## src/rtl/adder_arbiter.sv

```systemverilog
// Round-robin arbiter sharing one DATA_W-bit adder among NUM_REQ requesters, with a
// one-entry registered result stage. Define ADDER_ARBITER_FLAGS_EN to add carry/overflow outputs.
module adder_arbiter #(
  parameter int unsigned NUM_REQ = 4,
  parameter int unsigned DATA_W  = 64,
  localparam int unsigned ID_W   = $clog2(NUM_REQ)
) (
  input  logic                      clk,
  input  logic                      reset,
  input  logic [NUM_REQ-1:0]        req_valid,
  input  logic [NUM_REQ*DATA_W-1:0] req_a,
  input  logic [NUM_REQ*DATA_W-1:0] req_b,
  output logic [NUM_REQ-1:0]        req_ready,
  output logic                      rsp_valid,
  input  logic                      rsp_ready,
  output logic [DATA_W-1:0]         rsp_sum,
`ifdef ADDER_ARBITER_FLAGS_EN
  output logic                      rsp_carry,
  output logic                      rsp_ovf,
`endif
  output logic [ID_W-1:0]           rsp_id
);

  logic              rsp_valid_q, rsp_valid_d;
  logic [DATA_W-1:0] rsp_sum_q, rsp_sum_d;
  logic [ID_W-1:0]   rsp_id_q, rsp_id_d;
  logic [ID_W-1:0]   rr_ptr_q, rr_ptr_d;

  logic              can_accept;
  logic              grant_found;
  logic [ID_W-1:0]   grant_idx;
  logic [ID_W-1:0]   scan_idx;
  logic              xfer;
  logic [DATA_W-1:0] a_sel, b_sel;

  assign can_accept = !rsp_valid_q || rsp_ready;

  // First valid requester at or after rr_ptr, wrapping modulo NUM_REQ.
  always_comb begin
    grant_found = 1'b0;
    grant_idx   = '0;
    scan_idx    = '0;
    for (int unsigned k = 0; k < NUM_REQ; k++) begin
      scan_idx = ID_W'((32'(rr_ptr_q) + k) % NUM_REQ);
      if (!grant_found && req_valid[scan_idx]) begin
        grant_found = 1'b1;
        grant_idx   = scan_idx;
      end
    end
  end

  // Gated by reset so no grant is visible while reset is asserted.
  assign xfer = reset && can_accept && grant_found;

  always_comb begin
    req_ready = '0;
    if (xfer) req_ready[grant_idx] = 1'b1;
  end

  assign a_sel = req_a[32'(grant_idx)*DATA_W +: DATA_W];
  assign b_sel = req_b[32'(grant_idx)*DATA_W +: DATA_W];

`ifdef ADDER_ARBITER_FLAGS_EN
  logic [DATA_W:0] sum_full;
  logic            rsp_carry_q, rsp_carry_d;
  logic            rsp_ovf_q, rsp_ovf_d;
  logic            ovf_w;

  assign sum_full = {1'b0, a_sel} + {1'b0, b_sel};
  assign ovf_w    = (a_sel[DATA_W-1] == b_sel[DATA_W-1]) &&
                    (sum_full[DATA_W-1] != a_sel[DATA_W-1]);
`else
  logic [DATA_W-1:0] sum_full;

  assign sum_full = a_sel + b_sel;
`endif

  always_comb begin
    rsp_valid_d = rsp_valid_q;
    rsp_sum_d   = rsp_sum_q;
    rsp_id_d    = rsp_id_q;
    rr_ptr_d    = rr_ptr_q;
`ifdef ADDER_ARBITER_FLAGS_EN
    rsp_carry_d = rsp_carry_q;
    rsp_ovf_d   = rsp_ovf_q;
`endif
    if (xfer) begin
      rsp_valid_d = 1'b1;
      rsp_sum_d   = sum_full[DATA_W-1:0];
      rsp_id_d    = grant_idx;
      rr_ptr_d    = (grant_idx == ID_W'(NUM_REQ - 1)) ? '0 : ID_W'(grant_idx + 1'b1);
`ifdef ADDER_ARBITER_FLAGS_EN
      rsp_carry_d = sum_full[DATA_W];
      rsp_ovf_d   = ovf_w;
`endif
    end else if (rsp_ready) begin
      rsp_valid_d = 1'b0;
    end
  end

  always_ff @(posedge clk or negedge reset) begin
    if (!reset) begin
      rsp_valid_q <= 1'b0;
      rsp_sum_q   <= '0;
      rsp_id_q    <= '0;
      rr_ptr_q    <= '0;
`ifdef ADDER_ARBITER_FLAGS_EN
      rsp_carry_q <= 1'b0;
      rsp_ovf_q   <= 1'b0;
`endif
    end else begin
      rsp_valid_q <= rsp_valid_d;
      rsp_sum_q   <= rsp_sum_d;
      rsp_id_q    <= rsp_id_d;
      rr_ptr_q    <= rr_ptr_d;
`ifdef ADDER_ARBITER_FLAGS_EN
      rsp_carry_q <= rsp_carry_d;
      rsp_ovf_q   <= rsp_ovf_d;
`endif
    end
  end

  assign rsp_valid = rsp_valid_q;
  assign rsp_sum   = rsp_sum_q;
  assign rsp_id    = rsp_id_q;
`ifdef ADDER_ARBITER_FLAGS_EN
  assign rsp_carry = rsp_carry_q;
  assign rsp_ovf   = rsp_ovf_q;
`endif

endmodule

```

## config.mk

```make
export PLATFORM = sky130hd
export DESIGN_NAME = adder_arbiter
export DESIGN_NICKNAME = d
export VERILOG_FILES = /design/src/rtl/adder_arbiter.sv
export SDC_FILE = /design/constraint.sdc
export NUM_CORES = 1
export LEC_CHECK = 0
export CAP_MARGIN = 20
export CORE_AREA = 3 3 226 228
export CTS_BUF_LIST = sky130_fd_sc_hd__clkbuf_4 sky130_fd_sc_hd__clkbuf_8
export DETAILED_ROUTE_END_ITERATION = 16
export DIE_AREA = 0 0 229 231
export RECOVER_POWER = 50
export SETUP_SLACK_MARGIN = 0.4
export SLEW_MARGIN = 20
export SYNTH_ARGS = -nofsm -noshare
export SYNTH_HDL_FRONTEND = slang
export SYNTH_SLANG_ARGS = --single-unit
```

## constraint.sdc

```tcl
create_clock -name clk -period 4.7 [get_ports clk]
set_clock_uncertainty 0.05 [all_clocks]
set_input_delay 0.94 -clock clk [delete_from_list [all_inputs] [get_ports clk]]
set_output_delay 0.94 -clock clk [all_outputs]
set_load 0.03 [all_outputs]
```

==> results of run 1 <==
## worst max-delay path, cell delays in order
cell	delay (ns)
buf_6	0.10
mux2i_1	0.16
and2_4	0.18
nor3_4	0.05
buf_12	0.13
buf_16	0.15
inv_16	0.11
buf_16	0.14
buf_4	0.13
nand2_1	0.05
and3_1	0.16
a31oi_1	0.20
ha_1	0.34
a21oi_2	0.18
o21ai_2	0.08
a221o_1	0.33
a21oi_2	0.20
o21a_2	0.21
nand3_4	0.10
a31o_4	0.28
a21o_1	0.19
a2111o_1	0.37
nand3_1	0.08
## cell usage in the layout (no fill, tap or decap), types with 20 or more instances in the layout
cell type,instances
a21o_1,34
o21ai_0,55
buf_4,343
buf_12,20
inv_1,20
ha_1,42
buf_6,38
and3_1,127
xor2_1,23
nand2_2,20
o21ai_1,27
dfrtp_1,68
clkdlybuf4s50_1,558
nor2_1,36
nand2_1,618
dlygate4sd3_1,25
a31oi_2,27
a21oi_2,34
a31oi_1,88
a21oi_1,48
xnor2_1,26
## report_power, final
group          internal, mW  switching, mW
Sequential            0.890          0.166
Clock                 0.351          0.278
Combinational          7.50           7.60
Total                  8.74           8.04
## metrics by stage
stage                      util  setup slack (ns)  total power, mW  hold slack, ns  instances
after floorplan               -             0.161             7.38           0.491       1678
after global placement    0.398            -0.913             13.1           0.403       3157
after detailed placement  0.398            -0.942             13.2           0.406       3157
after CTS                 0.434            0.0410             15.5           0.424       3220
after global routing      0.459           -0.0935             18.0           0.463       3263
final                     0.459            0.0704             16.8           0.416       3264
## timing repair
action | 4_1_cts | 5_1_grt
cloned | 12 | 6
gates resized for setup | 213 | 164
buffers inserted | 35 | 35
pin swaps | 66 | 91
setup endpoints to repair | 54 | 46
## final cells by class
| type | count | area share |
|---|---|---|
| antenna | 3 | 0.000334 |
| clock buffer | 9 | 0.00551 |
| clock inverter | 7 | 0.00506 |
| inverter | 23 | 0.00489 |
| multi-input combinational | 1469 | 0.428 |
| sequential | 69 | 0.0768 |
| tap | 664 | 0.0369 |
| timing repair buffer | 1018 | 0.442 |
| timing repair inverter | 2 | 0.000890 |
## flip-flops by register name, summed over array words and instances (netlist names)
signal	flops
rr_ptr_q	2
rsp_sum	64
rsp_id	2
rsp_valid	1
## final timing paths
check,slack (ns),start,to
max,0.07,req_valid[3],rsp_sum[57]$_DFFE_PN0P_
min,0.42,rsp_sum[30]$_DFFE_PN0P_,rsp_sum[30]$_DFFE_PN0P_
max reg2reg,0.14,rr_ptr_q[0]$_DFFE_PN0P_,rsp_sum[51]$_DFFE_PN0P_
min reg2reg,0.42,rsp_sum[30]$_DFFE_PN0P_,rsp_sum[30]$_DFFE_PN0P_
max in group asynchronous,1.40,reset,rsp_sum[57]$_DFFE_PN0P_
min in group asynchronous,1.14,reset,rsp_sum[12]$_DFFE_PN0P_
## layer usage
| layer | routed length, µm | global-route usage | vias up |
|---|---|---|---|
| met5 | 0 | 0 | - |
| met4 | 1980 | 0.0716 | 0 |
| met3 | 3180 | 0.0333 | 89 |
| met2 | 30800 | 0.382 | 561 |
| met1 | 26600 | 0.272 | 7467 |
| li1 | - | - | 7701 |
## logic make-up (layout without fill, tap and decap cells)
logic type      Yosys count  in the layout
mux                       6              6
simple gates            919            919
fa+ha+maj                68             68
other cells               0              3
xor+xnor                 57             57
flops                    69             69
compound gates          418            419
buf+inv                 141           1059
==> results.md, run 1 <==
* Multi-input logic area at 9620 µm²
* Tcrit/Tclk final at 0.985
* Final setup viols at 0
* Root Driver: clkbuf_8
* Clock Tree Buf Depth at 2
* Commonest cells in the netlist: nand2_1, and3_1, a31oi_1, clkbuf_1, a21oi_1
* Peak VDD IR at 0.000276 V
* Synth Area in Adders at 0.0830
* IO buf count at 589
* Post-synth top area cell: nand2_1
* Pleak at 9.96 nW
* Placement Cell Area at 19500 µm²
* Via Count at 15818
* Slew @ Worst Pin at 1.75 ns
* Die W at 229 µm
* CTS clock-pin slew for the worst setup and hold paths at 0.08 ns
* Antenna Violating Nets Remaining at 0
* Post-synthesis sequential area ratio at 0.167
* Register bit total from synthesis at 69
* Cell Pwr Density at 746 nW/µm²
* Post-Synthesis Cells at 1678
* DRC Markers at 0
* Wire per inst at 19.2 µm
* Core area at 49100 µm²
* CP endpoint kind: flip-flop
* CTS tree: built
* Layout cells sized above 1 at 0.266
* Initial drt markers at 879
* GRT Util Overall at 0.218
* Vias in the first global route at 15945
* Share of the synthesized area in the top cell type at 0.232
* Fillers at 4830
* Initial antenna violation count at 2
* Worst-path fanout max at 8
* Placer Congestion at 0.928
* EDFF count, synth at 0
* Worst Path Required at 4.97 ns
* First-pass GRT wire length at 90.9 mm
* Synth cell types at 67
* Period minus WS final at 4.63 ns
* Drt first pass iters at 5
* Max-cap viol count at 1
* Design area at 22500 µm²
* Pin count of the biggest net entering global routing at 54
* H-Tree Depth at 3
* Clock Sinks at 69
* Mapped Nets at 2265
* Status: finished with violations
* Hold buffer count at CTS at 0
* Reg2reg path depth at 24
* XOR/XNOR share of the synthesized area at 0.0483
* Violated checks: max-capacitance violations, max-slew violations
* Slew Viols, Final at 27
* Area of the die at 52900 µm²
* Most common cell in the netlist: nand2_1
* # rows at 81
* Share of async-settable or async-resettable flops after synthesis at 1.00
* RSZ-0062 raised after global routing: true
* Starting Density at 0.211
* CP Class: in2reg
* Top area cells in the synthesized netlist: nand2_1, dfrtp_1, and3_1
* Routed WL at 62.6 mm
* Mapped Avg Cell Area at 6.16 µm²
* Final hold vios at 0
* Layout area overhead at 118%
* Final setup TNS at 0 ns
* Ports at 590
* Final net count at 3179
* Simple-gate share of the synthesized area at 0.388
* Hold depth at 2
* Ys Warns at 0
* CTS Buf Count at 9
* Final HPWL DP at 48.6 mm
* Synth Cell Area at 10300 µm²
* CP startpoint kind: primary input
* Worst-Skew Late Latency at 0.39 ns
* Mux cell area share after synthesis at 0.00617
* Post-synthesis compound-gate area fraction at 0.255
* Total gr overflow at 0
* Max_slew headroom at -0.163
* Vias per cell at 4.85
* Hold/Removal Path Class: reg2reg
* Max Fclk at 216 MHz
* Die Ht at 231 µm
* Largest family of logic cells by synthesized area: simple AND/OR/NAND/NOR gates
* Most common flop cell mapped by yosys: dfrtp_1
* Register Area at 1730 µm²
* Crit path DAT at 4.90 ns
No activity file was read; power rests on OpenSTA's default activity.
==> run 2, diff against run 1 <==
--- a/config.mk
+++ b/config.mk
@@ -10,6 +10,7 @@
 export CTS_BUF_LIST = sky130_fd_sc_hd__clkbuf_4 sky130_fd_sc_hd__clkbuf_8
 export DETAILED_ROUTE_END_ITERATION = 16
 export DIE_AREA = 0 0 229 231
+export HOLD_SLACK_MARGIN = 0.05
 export RECOVER_POWER = 50
 export SETUP_SLACK_MARGIN = 0.4
 export SLEW_MARGIN = 20
==> results of run 2 <==
The final DEF is identical to that of run 1; final timing and power are the same.
